[config.mk]
export PLATFORM = sky130hd
export DESIGN_NAME = beat_ctrl
export DESIGN_NICKNAME = d
export VERILOG_FILES = /design/src/rtl/beat_ctrl.sv
export SDC_FILE = /design/constraint.sdc
export NUM_CORES = 1
export LEC_CHECK = 0
export CAP_MARGIN = 15
export CORE_ASPECT_RATIO = 0.5
export CORE_UTILIZATION = 42
export DETAILED_ROUTE_END_ITERATION = 6
export GPL_TIMING_DRIVEN = 0
export PLACE_DENSITY = 0.8
export SYNTH_ARGS = -nofsm -noshare
export SYNTH_HDL_FRONTEND = slang
export SYNTH_SLANG_ARGS = --single-unit
[constraint.sdc]
create_clock -name clk -period 2.1 [get_ports clk]
set_clock_uncertainty 0.2 [all_clocks]
set_input_delay 0.42 -clock clk [delete_from_list [all_inputs] [get_ports clk]]
set_output_delay 0.42 -clock clk [all_outputs]
set_load 0.1 [all_outputs]
[src/rtl/beat_ctrl.sv]
// Purpose : multi-cycle CPU sequencer; emits one-hot beats t0..t3 and arbitrates the shared memory bus (fetch / execute).
// Latency : all outputs registered; minimum instruction is 5 cycles (IF,T0,T1,T2,T3), IF and T2 stretch on bus_ready.
// Backpr. : bus_ready low holds the current bus command; WAIT_LIMIT consecutive waits trap into ERR until reset.
// Ports   : run/halt_req control, pc + ex_* requests in; t0..t3 beats, bus_rd/bus_wr/bus_addr/bus_owner,
//           running, sticky bus_err and retired-instruction count out. rst is asynchronous active-low.
module beat_ctrl #(
    parameter int AW         = 16,
    parameter int WAIT_LIMIT = 15,
    parameter int CNT_W      = 16
) (
    input  logic             clk,
    input  logic             rst,
    input  logic             run,
    input  logic             halt_req,
    input  logic [AW-1:0]    pc,
    input  logic             ex_mem_req,
    input  logic             ex_mem_we,
    input  logic [AW-1:0]    ex_addr,
    input  logic             bus_ready,
    output logic             t0,
    output logic             t1,
    output logic             t2,
    output logic             t3,
    output logic             bus_rd,
    output logic             bus_wr,
    output logic [AW-1:0]    bus_addr,
    output logic             bus_owner,
    output logic             running,
    output logic             bus_err,
    output logic [CNT_W-1:0] retired
);

    typedef enum logic [2:0] {
        S_IDLE = 3'd0,
        S_IF   = 3'd1,
        S_T0   = 3'd2,
        S_T1   = 3'd3,
        S_T2   = 3'd4,
        S_T3   = 3'd5,
        S_ERR  = 3'd6
    } state_t;

    // WAIT_LIMIT is bounded to 255, so an 8-bit wait counter always suffices.
    localparam int             WCW      = 8;
    localparam logic [WCW-1:0] WAIT_MAX = WCW'(WAIT_LIMIT);

    state_t            state_q, state_d;
    logic [WCW-1:0]    wait_q, wait_d, wait_inc;
    logic              req_q, req_d;
    logic              we_q, we_d;
    logic [AW-1:0]     addr_q, addr_d;
    logic              cmd_ex;

    logic              t0_q, t0_d, t1_q, t1_d, t2_q, t2_d, t3_q, t3_d;
    logic              bus_rd_q, bus_rd_d, bus_wr_q, bus_wr_d;
    logic [AW-1:0]     bus_addr_q, bus_addr_d;
    logic              bus_owner_q, bus_owner_d;
    logic              running_q, running_d;
    logic              bus_err_q, bus_err_d;
    logic [CNT_W-1:0]  retired_q, retired_d;

    always_comb begin
        state_d  = state_q;
        wait_d   = wait_q;
        req_d    = req_q;
        we_d     = we_q;
        addr_d   = addr_q;
        wait_inc = wait_q + WCW'(1);

        case (state_q)
            S_IDLE: begin
                if (run) state_d = S_IF;
            end
            S_IF: begin
                if (bus_ready) begin
                    state_d = S_T0;
                    wait_d  = '0;
                end else begin
                    wait_d = wait_inc;
                    if (wait_inc == WAIT_MAX) state_d = S_ERR;
                end
            end
            S_T0: state_d = S_T1;
            S_T1: begin
                req_d   = ex_mem_req;
                we_d    = ex_mem_we;
                addr_d  = ex_addr;
                state_d = S_T2;
            end
            S_T2: begin
                if (!req_q) begin
                    state_d = S_T3;
                end else if (bus_ready) begin
                    state_d = S_T3;
                    wait_d  = '0;
                end else begin
                    wait_d = wait_inc;
                    if (wait_inc == WAIT_MAX) state_d = S_ERR;
                end
            end
            S_T3:    state_d = halt_req ? S_IDLE : S_IF;
            S_ERR:   state_d = S_ERR;
            default: state_d = S_IDLE;
        endcase

        // Outputs are decoded from the next state so the registered copies line up with the state they describe.
        // The T2 command uses req_d/addr_d so a request latched at the T1->T2 edge is on the bus in the first T2 cycle.
        cmd_ex      = (state_d == S_T2) && req_d;
        t0_d        = (state_d == S_T0);
        t1_d        = (state_d == S_T1);
        t2_d        = (state_d == S_T2);
        t3_d        = (state_d == S_T3);
        bus_rd_d    = (state_d == S_IF) || (cmd_ex && !we_d);
        bus_wr_d    = cmd_ex && we_d;
        bus_owner_d = cmd_ex;
        bus_addr_d  = (state_d == S_IF) ? pc : (cmd_ex ? addr_d : '0);
        running_d   = (state_d != S_IDLE) && (state_d != S_ERR);
        bus_err_d   = (state_d == S_ERR);
        retired_d   = (state_q == S_T3) ? retired_q + CNT_W'(1) : retired_q;
    end

    always_ff @(posedge clk or negedge rst) begin
        if (!rst) begin
            state_q     <= S_IDLE;
            wait_q      <= '0;
            req_q       <= 1'b0;
            we_q        <= 1'b0;
            addr_q      <= '0;
            t0_q        <= 1'b0;
            t1_q        <= 1'b0;
            t2_q        <= 1'b0;
            t3_q        <= 1'b0;
            bus_rd_q    <= 1'b0;
            bus_wr_q    <= 1'b0;
            bus_addr_q  <= '0;
            bus_owner_q <= 1'b0;
            running_q   <= 1'b0;
            bus_err_q   <= 1'b0;
            retired_q   <= '0;
        end else begin
            state_q     <= state_d;
            wait_q      <= wait_d;
            req_q       <= req_d;
            we_q        <= we_d;
            addr_q      <= addr_d;
            t0_q        <= t0_d;
            t1_q        <= t1_d;
            t2_q        <= t2_d;
            t3_q        <= t3_d;
            bus_rd_q    <= bus_rd_d;
            bus_wr_q    <= bus_wr_d;
            bus_addr_q  <= bus_addr_d;
            bus_owner_q <= bus_owner_d;
            running_q   <= running_d;
            bus_err_q   <= bus_err_d;
            retired_q   <= retired_d;
        end
    end

    assign t0        = t0_q;
    assign t1        = t1_q;
    assign t2        = t2_q;
    assign t3        = t3_q;
    assign bus_rd    = bus_rd_q;
    assign bus_wr    = bus_wr_q;
    assign bus_addr  = bus_addr_q;
    assign bus_owner = bus_owner_q;
    assign running   = running_q;
    assign bus_err   = bus_err_q;
    assign retired   = retired_q;

endmodule

==> impl_metrics.csv <==
group,metric,value,unit
power,p_comb_frac,0.532,
power,ir_drop,0.657,mV
min_path,hp-class,"input port to async pin",
setup_path,path_max_fanout,10,
final_layout,finalInstanceArea,0.00481,mm²
setup_path,cp_common_cell,"clkbuf_4",
final_layout,fillers,429,
timing,period_minus_slack,2210,ps
power,swShare,0.455,
setup_path,worstPathRequired,2130,ps
routing,wire_per_inst,17.7,µm
power,p_switching,3.40,mW
floorplan,die-area,0.00775,mm²
routing,ant_nets,0,
setup_path,cp-start-kind,"flip-flop",
place,numPortBuffers,79,
final_layout,diodes,0,
setup_path,cp_data_arrival_time,2240,ps
clock_network,cts.clk_slew.worst_paths,60,ps
run_status,violations,"negative hold slack, negative setup slack",
clock_network,clock_sinks,70,
timing,finalCritPeriodShare,1.05,
routing,drt_iter0_markers,165,
run_status,status,"complete, but fails checks",
run,maxCapViolCount,0,
global_route,grt_pass1_vias,2813,
setup_path,critical-path-top-delay-family,"buffers and inverters",
final_layout,final_cells,489,
final_layout,multi_input_area,0.00145,mm²
power,internal_power,4.07,mW
clock_network,hold_buffers,0,
timing,whs,-9.00,ps
place,dp_hpwl,4.90,mm
setup_path,end_kind,"flip-flop",
floorplan,fp.coreArea,0.00691,mm²
global_route,grtUsageTotal,0.242,
logic_synthesis,synth.top_cell.area_share,0.565,
final_layout,final_util,0.696,
clock_network,clk_latency,350,ps
floorplan,num_io_pins,80,
logic_synthesis,netlist_area,0.00310,mm²
timing,slew_headroom,0.416,
timing,rsz0062_at_grt,"yes",
timing,tightest_slew,876,ps
floorplan,start_util,0.449,
timing,setup_ws,-111,ps
floorplan,fp.dieW,124,µm
setup_path,slowest_stage,"dfrtp_1",
floorplan,fp.dieH,62.8,µm
routing,routed_via_density,5.31,
logic_synthesis,yosysUniqueCellTypes,40,
timing,max_freq,452,MHz
routing,drcViolationCount,0,
logic_synthesis,yosysMostFrequentCell,"dfrtp_1",
logic_synthesis,async_flop_share,1.00,
floorplan,num_rows,21,
place,dpl_cell_area,0.00404,mm²
global_route,grt_pass1_wl,13.7,mm
timing,finalSetupTns,-1450,ps
clock_network,htree_levels,3,
logic_synthesis,synth_commonest_cells,"70 x dfrtp_1, 31 x nor2_1, 22 x nand2_1",
logic_synthesis,ys_seq_area_frac,0.565,
final_layout,layout-drive-gt1-share,0.345,
logic_synthesis,synthTopCellsByArea,"dfrtp_1 56%, mux2i_1 5.5%, a2bb2oi_1 4.5%, nor2_1 3.8%, nand2_1 2.7%",
power,pwr-share-clk,0.201,
logic_synthesis,synthCells,284,
final_layout,areaGrowthSynthToFinish,55.2,%
place,dp_cells,455,
clock_network,cts_made_buffers,9,
logic_synthesis,syn_avg_cell_area,10.9,µm²
logic_synthesis,synth_ff_type,"dfrtp_1",
global_route,antenna_found_initial,0,
place,pre_cts_ws,-686,ps
global_route,grt_max_degree,71,
routing,drt_pass1_iterations,6,
final_layout,fin_nets,435,
global_route,grt_overflow,0,
power,seqPwrFrac,0.267,
routing,wirelength,8.67,mm
logic_synthesis,syn_nets,326,
clock_network,root_buffer,"clkbuf_16",
logic_synthesis,synth_seq_cells,70,
routing,routed-via-count,2597,
power,p_per_area,1550,mW/mm²
timing,hold_viol,13,
logic_synthesis,synth_edf_count,0,
clock_network,cts_tree,"yes",
logic_synthesis,synth_warnings,0,
logic_synthesis,yosys.area.top_type,"dfrtp_1",
power,leakagePower,2.22,nW
setup_path,critPathKind,"flip-flop to flip-flop",
setup_path,reg2reg_slack,-110,ps
setup_path,slowest_delay,400,ps
clock_network,clockBufferDepth,2,
timing,finalMaxSlewViolations,0,
place,gp_congestion,0.855,
setup_path,cp_cell_sequence,"clkbuf_4 -> nand3b_1 -> clkbuf_4 -> buf_4 -> mux2i_1 -> a2bb2oi_2 -> nor2_1",
setup_path,crit_buf_inv,3,
final_layout,regArea,0.00176,mm²
timing,setup_viol,19,
==> cells in the final DEF (no fill, tap or decap), drive strengths merged, types with 4 or more instances in the layout <==
| cell type | n |
|---|---|
| xor2 | 8 |
| inv | 22 |
| a21oi | 7 |
| nand3 | 8 |
| nand2b | 5 |
| clkdlybuf4s15 | 39 |
| nor2 | 31 |
| nand2 | 22 |
| nor3 | 8 |
| dfrtp | 70 |
| clkdlybuf4s50 | 37 |
| buf | 27 |
| a2bb2oi | 16 |
| clkbuf | 18 |
| and3 | 4 |
| xnor2 | 9 |
| mux2i | 17 |
| o21ai | 9 |
| nand4 | 4 |
==> power groups by stage <==
stage          Combinational, mW  Sequential, mW  Clock (mW)
3_3_place_gp                3.21            1.98           0
3_5_place_dp                3.30            2.00           0
5_1_grt                     4.16            2.03        1.57
2_1_floorplan               1.25            3.24           0
4_1_cts                     3.62            1.97        1.51
6_report                    3.97            2.00        1.50
==> cells by family (layout without fill, tap and decap cells) <==
group	count (synthesis)	count (layout)	share of synthesized area
flip-flops	70	70	0.565
buffers and inverters	34	147	0.0500
adder cells (fa/ha/maj)	3	3	0.0121
AO/OA/AOI/OAI	43	43	0.102
multiplexers	18	18	0.0597
XOR/XNOR	17	17	0.0480
AND/OR/NAND/NOR	99	99	0.163
==> final timing paths <==
| kind | startpoint | end | cells after the start |
|---|---|---|---|
| min in group clk | retired[15] | retired[15] | 1 |
| hold reg to reg | retired[15] | retired[15] | 1 |
| hold / removal | rst | bus_addr[8] | 1 |
| setup / recovery | state_q[1] | bus_addr[11] | 7 |
| setup reg to reg | state_q[1] | bus_addr[11] | 7 |
| max in group asynchronous | rst | retired[2] | 1 |
==> sequential cells by signal, summed over array words and instances (netlist names), 3 cells and up <==
register and flops:
wait_q 8, state_q 3, retired 16, bus_addr 16
addr_q 16
==> final cells by class <==
cell class	count	area share
multi-input combinational	180	0.301
clock buffer	11	0.0504
timing repair buffer	98	0.210
tap	92	0.0239
inverter	22	0.0187
sequential	70	0.366
buffer	12	0.0195
clock inverter	4	0.00988
==> stage by stage <==
stage / hold slack (ps) / power, mW
floorplan: -75.6 / 4.49
global placement: 255 / 5.19
detailed placement: 262 / 5.30
CTS: 27.3 / 7.10
global route: 82.3 / 7.75
finish: -9.00 / 7.46
==> per-layer routing <==
layer	share of wire	routed length, µm	vias to the layer above	GRT usage
li1	-	-	1182	-
met1	0.40	3430	1271	0.262
met2	0.51	4390	98	0.417
met3	0.045	392	46	0.0620
met4	0.053	456	0	0.161
met5	0	0	-	0
==> repair_timing <==
action / CTS / global route
buffers inserted: 12 / 5
endpoints found under the hold margin: 0 / 0
gates resized for setup: 154 / 34
gates cloned: 2 / 0
pin swaps: 10 / 13
endpoints found under the setup margin: 66 / 32
Note: power is estimated with default switching activity, not from simulation.
